[src/rtl/fp_reduce_stage.sv]
// fp_reduce_stage: 3-stage BN254 modular correction of a raw 272-bit add/sub result.
// Define FP_REDUCE_RANGE_CHECK_EN to compile in the o_err (result >= P) range check.
typedef logic [271:0] uint_fp_t;

module fp_reduce_stage #(
  parameter int unsigned TAG_W = 8
) (
  input  logic             clk,
  input  logic             rstn,
  input  logic             i_valid,
  output logic             i_ready,
  input  logic             i_sub,
  input  uint_fp_t         i_Z,
  input  logic             i_carry,
  input  logic [TAG_W-1:0] i_tag,
  output logic             o_valid,
  input  logic             o_ready,
  output uint_fp_t         o_Z,
  output logic [TAG_W-1:0] o_tag,
  output logic             o_err
);
  localparam int unsigned LimbW = 68;
  localparam uint_fp_t P =
      272'h30644e72e131a029b85045b68181585d97816a916871ca8d3c208c16d87cfd47;

  // Stage control
  logic v1_q, v2_q, v3_q;
  logic adv1, adv2, adv3;
  logic s1_load, s2_load, s3_load;

  always_comb begin
    adv3    = !v3_q || o_ready;
    adv2    = !v2_q || adv3;
    adv1    = !v1_q || adv2;
    i_ready = rstn && adv1;
    s1_load = adv1 && i_valid;
    s2_load = adv2 && v1_q;
    s3_load = adv3 && v2_q;
  end

  always_ff @(posedge clk or negedge rstn) begin
    if (!rstn) begin
      v1_q <= 1'b0;
      v2_q <= 1'b0;
      v3_q <= 1'b0;
    end else begin
      if (adv1) v1_q <= i_valid;
      if (adv2) v2_q <= v1_q;
      if (adv3) v3_q <= v2_q;
    end
  end

  // S1: limb-wise z - P with per-limb borrow
  uint_fp_t              s1_z_q;
  logic                  s1_sub_q, s1_carry_q;
  logic [TAG_W-1:0]      s1_tag_q;
  logic [3:0][LimbW-1:0] s1_dl_d, s1_dl_q;
  logic [3:0]            s1_db_d, s1_db_q;

  always_comb begin
    for (int k = 0; k < 4; k++) begin
      {s1_db_d[k], s1_dl_d[k]} = {1'b0, i_Z[k*LimbW +: LimbW]} - {1'b0, P[k*LimbW +: LimbW]};
    end
  end

  // S2: merge borrows into 136-bit halves, form limb sums of z + P
  uint_fp_t              s2_z_q;
  logic                  s2_sub_q, s2_carry_q;
  logic [TAG_W-1:0]      s2_tag_q;
  logic [LimbW:0]        t_lo, t_hi;
  logic [2*LimbW-1:0]    s2_slo_d, s2_slo_q, s2_shi_d, s2_shi_q;
  logic                  s2_slob_d, s2_slob_q, s2_shib_d, s2_shib_q;
  logic [3:0][LimbW-1:0] s2_al_d, s2_al_q;
  logic [2:0]            s2_ac_d, s2_ac_q;

  always_comb begin
    t_lo      = {1'b0, s1_dl_q[1]} - {{LimbW{1'b0}}, s1_db_q[0]};
    s2_slo_d  = {t_lo[LimbW-1:0], s1_dl_q[0]};
    s2_slob_d = s1_db_q[1] | t_lo[LimbW];
    t_hi      = {1'b0, s1_dl_q[3]} - {{LimbW{1'b0}}, s1_db_q[2]};
    s2_shi_d  = {t_hi[LimbW-1:0], s1_dl_q[2]};
    s2_shib_d = s1_db_q[3] | t_hi[LimbW];
    for (int k = 0; k < 3; k++) begin
      {s2_ac_d[k], s2_al_d[k]} = {1'b0, s1_z_q[k*LimbW +: LimbW]} + {1'b0, P[k*LimbW +: LimbW]};
    end
    // Top limb carry-out falls off the mod 2^272 result
    s2_al_d[3] = s1_z_q[3*LimbW +: LimbW] + P[3*LimbW +: LimbW];
  end

  // S3: final merge and select
  logic [2*LimbW:0] t_full;
  uint_fp_t         sub_res, add_res, carry_vec, res;
  logic             sub_borrow;

  always_comb begin
    t_full     = {1'b0, s2_shi_q} - {{2*LimbW{1'b0}}, s2_slob_q};
    sub_res    = {t_full[2*LimbW-1:0], s2_slo_q};
    sub_borrow = s2_shib_q | t_full[2*LimbW];
    carry_vec  = '0;
    for (int k = 0; k < 3; k++) begin
      carry_vec[(k+1)*LimbW] = s2_ac_q[k];
    end
    add_res = s2_al_q + carry_vec;
    if (!s2_sub_q) res = (s2_carry_q || !sub_borrow) ? sub_res : s2_z_q;
    else           res = s2_carry_q ? s2_z_q : add_res;
  end

  always_ff @(posedge clk) begin
    if (s1_load) begin
      s1_z_q     <= i_Z;
      s1_sub_q   <= i_sub;
      s1_carry_q <= i_carry;
      s1_tag_q   <= i_tag;
      s1_dl_q    <= s1_dl_d;
      s1_db_q    <= s1_db_d;
    end
    if (s2_load) begin
      s2_z_q     <= s1_z_q;
      s2_sub_q   <= s1_sub_q;
      s2_carry_q <= s1_carry_q;
      s2_tag_q   <= s1_tag_q;
      s2_slo_q   <= s2_slo_d;
      s2_slob_q  <= s2_slob_d;
      s2_shi_q   <= s2_shi_d;
      s2_shib_q  <= s2_shib_d;
      s2_al_q    <= s2_al_d;
      s2_ac_q    <= s2_ac_d;
    end
  end

  uint_fp_t         o_z_q;
  logic [TAG_W-1:0] o_tag_q;

  always_ff @(posedge clk or negedge rstn) begin
    if (!rstn) begin
      o_z_q   <= '0;
      o_tag_q <= '0;
    end else if (s3_load) begin
      o_z_q   <= res;
      o_tag_q <= s2_tag_q;
    end
  end

  assign o_valid = v3_q;
  assign o_Z     = o_z_q;
  assign o_tag   = o_tag_q;

`ifdef FP_REDUCE_RANGE_CHECK_EN
  logic o_err_d, o_err_q;

  always_comb o_err_d = (res >= P);

  always_ff @(posedge clk or negedge rstn) begin
    if (!rstn)        o_err_q <= 1'b0;
    else if (s3_load) o_err_q <= o_err_d;
  end

  assign o_err = o_err_q;
`else
  assign o_err = 1'b0;
`endif

endmodule
[config.mk]
export PLATFORM = sky130hd
export DESIGN_NAME = fp_reduce_stage
export DESIGN_NICKNAME = d
export VERILOG_FILES = /design/src/rtl/fp_reduce_stage.sv
export SDC_FILE = /design/constraint.sdc
export NUM_CORES = 2
export LEC_CHECK = 0
export BUFFER_PORTS_ARGS = -buffer_cell sky130_fd_sc_hd__buf_2
export CORE_MARGIN = 8
export CORE_UTILIZATION = 40
export CTS_CLUSTER_SIZE = 20
export DETAILED_ROUTE_END_ITERATION = 10
export GPL_TIMING_DRIVEN = 1
export PLACE_DENSITY = 0.58
export SETUP_SLACK_MARGIN = 0.05
export SKIP_LAST_GASP = 1
export SYNTH_ARGS = -nofsm -noshare
export SYNTH_HDL_FRONTEND = slang
export SYNTH_SLANG_ARGS = --single-unit
[constraint.sdc]
create_clock -name clk -period 21.8 [get_ports clk]
set_input_delay 3.27 -clock clk [delete_from_list [all_inputs] [get_ports clk]]
set_output_delay 3.27 -clock clk [all_outputs]
set_load 0.05 [all_outputs]
# After elaboration in Yosys (flattened, before gate mapping)
# Cells that the tools add are included.
[word_totals] register_bits=1672 output_inout_bits=283 word_cells=57
[op_classes] add_sub_neg=12 muxes=3 n_bitwise=3 n_reduce_logical=12
[ops] operator="2-to-1 mux 272 bit" count=3
[ops] operator="adder 272 x 205 -> 272 bit" count=1
[ops] operator="subtractor 68 x 1 -> 69 bit" count=2
[ops] operator="subtractor 136 x 1 -> 137 bit" count=1
[ops] operator="adder 68 x 62 -> 69 bit, second input constant" count=1
[ops] operator="adder 68 x 67 -> 69 bit, second input constant" count=1
[ops] operator="adder 68 x 68 -> 69 bit, second input constant" count=1
[ops] operator="subtractor 68 x 50 -> 69 bit, second input constant" count=1
[ops] operator="subtractor 68 x 62 -> 69 bit, second input constant" count=1
[ops] operator="subtractor 68 x 67 -> 69 bit, second input constant" count=1
[ops] operator="subtractor 68 x 68 -> 69 bit, second input constant" count=1
[ops] operator="adder 68 x 50 -> 68 bit, second input constant" count=1
[ops] operator="logical AND 1 bit" count=4
[ops] operator="logical NOT 1 bit" count=4
[ops] operator="logical OR 1 bit" count=4
[ops] operator="OR 1 bit" count=3

# Longest topological paths before layout
[depth] word_depth=6 mapped_depth=16 mapped_depth_nobuf=11

# Worst setup path after synthesis
# No wires, ideal clock.
[synth_path] path_type="input to register" from="input port o_ready" to="register s2_ac_q[0], enable pin" setup_time_ns=1.296 t_arrival_ns=21.761 required_time_ns=20.504 slack_ns=-1.257 stages=3 n_path_buf=0 path_cell_list="nor2b_1 > nand2_1 > and2_1"
[synth_via] elab_chain_cells=3
[synth_rtl] item="start: declaration" line="17" source="input logic o_ready,"
[synth_rtl] item="logical OR 1 bit" line="32" source="adv3 = !v3_q || o_ready;"
[synth_rtl] item="logical OR 1 bit" line="33" source="adv2 = !v2_q || adv3;"
[synth_rtl] item="logical AND 1 bit" line="37" source="s2_load = adv2 && v1_q;"
[synth_rtl] item="net s2_load" line="29" source="logic s1_load, s2_load, s3_load;"
[synth_rtl] item="end signal: assignment" line="127" source="s2_ac_q <= s2_ac_d;"
[synth_rtl] item="end: declaration" line="74" source="logic [2:0] s2_ac_d, s2_ac_q;"
# The timed path passes the listed nets, and every way through them passes these cells.
# A chain may end at the register's enable or synchronous reset.

# Worst setup path in the final report
[layout_path] from="input port rstn" to="output port i_ready"
[layout_via] elab_chain_cells=1
[layout_rtl] item="start: declaration" line="9" source="input logic rstn,"
[layout_rtl] item="logical AND 1 bit" line="35" source="i_ready = rstn && adv1;"
[layout_rtl] item="end: declaration" line="11" source="output logic i_ready,"
# No other way between the ends.

==> qor_table.md <==
| Metric | Reported | Unit |
|:---|:---|:---|
| Delay of the slowest cell on the worst path | 0.26 | ns |
| Portion of the clock cycle consumed by the worst path in the final layout | 33.7 | % |
| WHS Path Cells | 0 | - |
| Worst hold endpoint | s2_slo_q[5] | - |
| Logic pwr share | 17.9 | % |
| Required arrival time at the worst endpoint | 18.53 | ns |
| Net switching power | 2.87 | mW |
| Final critical path time including I/O delays and setup | 7.35 | ns |
| IR drop worst, VDD | 0.0000904 | V |
| Rel. slew slack | 8.11 | % |
| R2r endpoint | o_Z[62] | - |
| Crit-path leading delay family | buffers and inverters | - |
| Sequential fraction of the synthesis area | 60.3 | % |
| Cell types with the largest area share after synthesis | sky130_fd_sc_hd__edfxtp_1 (51%), sky130_fd_sc_hd__dfrtp_1 (8.8%), sky130_fd_sc_hd__xnor2_1 (4.8%) | - |
| Clock root buffer | sky130_fd_sc_hd__clkbuf_16 | - |
| Instance count on the critical path | 3 | - |
| Wire length of the first global-routing pass | 395000 | um |
| Placed wire-length estimate after detailed placement | 202000 | um |
| Primary FF master, synth | sky130_fd_sc_hd__edfxtp_1 | - |
| Net Count, Synth | 7120 | - |
| Number of global-route vias before repair | 57000 | - |
| Post-layout net count | 7719 | - |
| Internal portion of total power | 6.13 | mW |
| Wire per inst | 26.8 | um |
| Logic depth of the worst register-to-register path | 16 | - |
| Outcome | completed | - |
| Number of failing setup endpoints in the final timing report | 0 | - |
| Post-synthesis cell type with the largest combined area | sky130_fd_sc_hd__edfxtp_1 | - |
| Clock Latency Late Sink | 0.84 | ns |
| Remaining number of nets flagged by the antenna check after routing | 0 | - |
| CTS buffer count | 182 | - |
| GP Congestion | 0.963 | - |
| Number of hold-slack violations in the final timing report | 0 | - |
| Starting density of the core | 40.1 | % |
| Commonest cells after routing, fill and taps aside | sky130_fd_sc_hd__edfxtp_1 (1372), sky130_fd_sc_hd__nand2_1 (838), sky130_fd_sc_hd__buf_2 (566), sky130_fd_sc_hd__xnor2_1 (442), sky130_fd_sc_hd__o21ai_0 (430) | - |
| Critical-path cell with the highest stage delay | sky130_fd_sc_hd__buf_2 | - |
| Most frequent standard cell in the layout excluding fill and tap cells | sky130_fd_sc_hd__edfxtp_1 | - |
| Clock tree from TritonCTS | built | - |
| Max Buffers Root-to-Sink | 3 | - |
| Hold path startpoint | s1_dl_q[5] | - |
| Final-layout fill cell count | 18200 | - |
| Post-detailed-route DRC marker count | 0 | - |
| Netlist area before placement | 80100 | um2 |
| Global route overflow | 0 | - |
| Worst-case register-to-register setup slack | 14.68 | ns |
| Worst-case clock skew | 0.0445 | ns |
| MaxCap Viol Count | 0 | - |
| Standard-cell rows | 164 | - |
| # hold bufs at CTS | 0 | - |
| Total setup buffers inserted after CTS | 0 | - |
| Count of flip-flops with a built-in enable after synthesis | 1372 | - |
| Switching portion of total power | 31.9 | % |
| Number of clock sinks | 1655 | - |
| Slew of the pin with the lowest slew margin | 1.36 | ns |
| Share of the synthesized area in the top cell type | 51.5 | % |
| Mean area per synthesized cell | 11.7 | um2 |
| Number of vias per cell | 5.80 | - |
| Proportion of power drawn by flip-flops and latches | 47.2 | % |
| Count of mapped cells out of synthesis | 6816 | - |
| Die Footprint | 215000 | um2 |
| Static leakage | 32.8 | nW |
| Clock slew at reported path FFs | 0.06 | ns |
| Number of detailed-routing iterations run before antenna repair | 6 | - |
| Sort of element at the end of the critical path | output pin | - |
| Startpoint class of the critical path | primary input | - |
| Count of state elements after synthesis | 1655 | - |
| Number of cells in the design after placement | 9887 | - |
| Data arrival time of the critical path | 4.08 | ns |
| Area of the placeable core | 199000 | um2 |
| Number of H-tree levels | 4 | - |
| Area overhead of the layout relative to synthesis | 15.3 | % |
| Routed wire length | 275000 | um |
| Die X-Extent | 463 | um |
| Die Height | 463 | um |
| Final core area utilization | 46.3 | % |
| Reg-to-Reg Start | s2_z_q[136] | - |
| Largest net degree at the start of global routing | 154 | - |
| Clock power share | 34.9 | % |
| Buffers on Ports | 567 | - |
| Unique cell type count in the Yosys netlist | 90 | - |
| Yosys synthesis warning count | 0 | - |
| Max FO, Critical Path | 21 | - |
| Number of standard cells in the final layout excluding fillers | 10200 | - |
| Final sum of negative setup slack | 0 | ns |
| Vias after detailed routing | 59400 | - |
| Starting DRC count in detailed routing | 6784 | - |
| Kind of critical path | in2out | - |
| Post-synthesis async set-or-reset flop share | 17.1 | % |
| Ratio of cells with drive above 1 in the final layout | 15.4 | % |
| Ordered cell list for the critical path | buf_8, and2_1, buf_2 | - |
| Class of the tightest hold or removal check | reg2reg | - |
| Power Dens Cells | 97.5 | nW/um2 |
| Initial antenna violation count | 62 | - |
| Sum of buffers and inverters on the critical path | 2 | - |
| Max Clock Freq | 0.136 | GHz |
| Number of top-level pins | 569 | - |
| Unrepaired setup endpoints after global routing | false | - |
| Global routing usage summed across all routing layers | 24.4 | % |
| PostCTS Resize Cnt | 0 | - |
| Max-slew violation total from the final report | 0 | - |
how the worst max path moves through the flow:
stage                                to     from
final                           i_ready     rstn
after global routing      s2_shi_q[117]  o_ready
after CTS                       i_ready     rstn
after detailed placement  s2_shi_q[114]  o_ready
after global placement    s2_shi_q[111]  o_ready
after floorplan              s1_carry_q  o_ready
cell type report:
| type | count | area (um2) | area share [%] |
|---|---|---|---|
| Clock inverter | 96 | 1070 | 1.16 |
| Inverter | 83 | 313 | 0.339 |
| Sequential cell | 1655 | 48300 | 52.3 |
| Tap cell | 2656 | 3320 | 3.60 |
| Timing Repair Buffer | 676 | 3690 | 4.00 |
| Multi-Input combinational cell | 4817 | 30600 | 33.1 |
| Antenna cell | 20 | 50.0 | 0.0542 |
| Clock buffer | 241 | 4970 | 5.38 |
cell families after synthesis:
group | Yosys count | synth area share (%)
AND/OR/NAND/NOR | 2481 | 15.3
flip-flops | 1655 | 60.3
AO/OA/AOI/OAI | 1223 | 9.93
XOR/XNOR | 856 | 9.36
buffers and inverters | 344 | 1.67
multiplexers | 238 | 3.18
adder cells (fa/ha/maj) | 18 | 0.281
other | 1 | 0.00468
power by group through the flow:
stage                     Combinational, mW  Clock [mW]  Sequential, mW
after floorplan                       0.623           0            4.70
after global placement                 1.59           0            4.29
after detailed placement               1.61           0            4.30
after CTS                              1.61        3.20            4.24
after global routing                   1.71        3.31            4.28
final                                  1.61        3.14            4.25
cell usage after synthesis, types with 13 or more instances:
cell type	number
sky130_fd_sc_hd__o21bai_1	16
sky130_fd_sc_hd__o211ai_1	151
sky130_fd_sc_hd__o21ai_0	430
sky130_fd_sc_hd__clkbuf_1	231
sky130_fd_sc_hd__a222oi_1	15
sky130_fd_sc_hd__mux2_2	130
sky130_fd_sc_hd__o31a_1	13
sky130_fd_sc_hd__or3_1	95
sky130_fd_sc_hd__or4_1	77
sky130_fd_sc_hd__edfxtp_1	1372
sky130_fd_sc_hd__a221o_1	34
sky130_fd_sc_hd__xor2_1	414
sky130_fd_sc_hd__a21o_1	26
sky130_fd_sc_hd__buf_2	16
sky130_fd_sc_hd__nor3b_1	16
sky130_fd_sc_hd__inv_1	83
sky130_fd_sc_hd__nor2_1	433
sky130_fd_sc_hd__a22oi_1	35
sky130_fd_sc_hd__and4_1	31
sky130_fd_sc_hd__nand2b_1	55
sky130_fd_sc_hd__or2_2	31
sky130_fd_sc_hd__o21a_1	25
sky130_fd_sc_hd__mux2i_1	108
sky130_fd_sc_hd__nand3b_1	17
sky130_fd_sc_hd__nor4_1	150
sky130_fd_sc_hd__and2_1	37
sky130_fd_sc_hd__xnor2_1	442
sky130_fd_sc_hd__nor2b_1	32
sky130_fd_sc_hd__nand3_1	194
sky130_fd_sc_hd__o311ai_0	17
sky130_fd_sc_hd__nand2_1	841
sky130_fd_sc_hd__and3_1	91
sky130_fd_sc_hd__ha_1	18
sky130_fd_sc_hd__nor3_1	209
sky130_fd_sc_hd__o31ai_1	47
sky130_fd_sc_hd__a211oi_1	49
sky130_fd_sc_hd__a21oi_1	157
sky130_fd_sc_hd__nand4_1	123
sky130_fd_sc_hd__a31oi_1	62
sky130_fd_sc_hd__dfrtp_1	283
sequential cells by signal (all words and copies together), names as in the netlist:
name        count
s2_al_q       265
s1_dl_q       265
s2_shib_q       1
s2_sub_q        1
o_valid         1
s1_z_q        272
s2_shi_q      133
s2_z_q        272
o_tag           8
s2_slob_q       1
s2_slo_q      136
s1_tag_q        8
s1_sub_q        1
s2_ac_q         3
v1_q            1
s1_db_q         4
o_Z           272
v2_q            1
s2_carry_q      1
s2_tag_q        8
s1_carry_q      1
per-stage QoR:
step	instance area [um2]	hold slack (ns)	setup WS (ns)	power [mW]
after floorplan	80100	0.400	4.97	5.33
after global placement	86200	0.400	13.94	5.88
after detailed placement	86200	0.405	13.80	5.91
after CTS	92200	0.416	14.44	9.05
after global routing	92300	0.419	14.39	9.31
final	92300	0.415	14.45	9.00
layer usage:
metal,global-route usage (%),part of all wire (%)
met2,37.7,44
met1,33.4,42
met3,5.90,9.4
met5,0,0.052
met4,9.12,4.3
(Power assumes the default switching activity.)
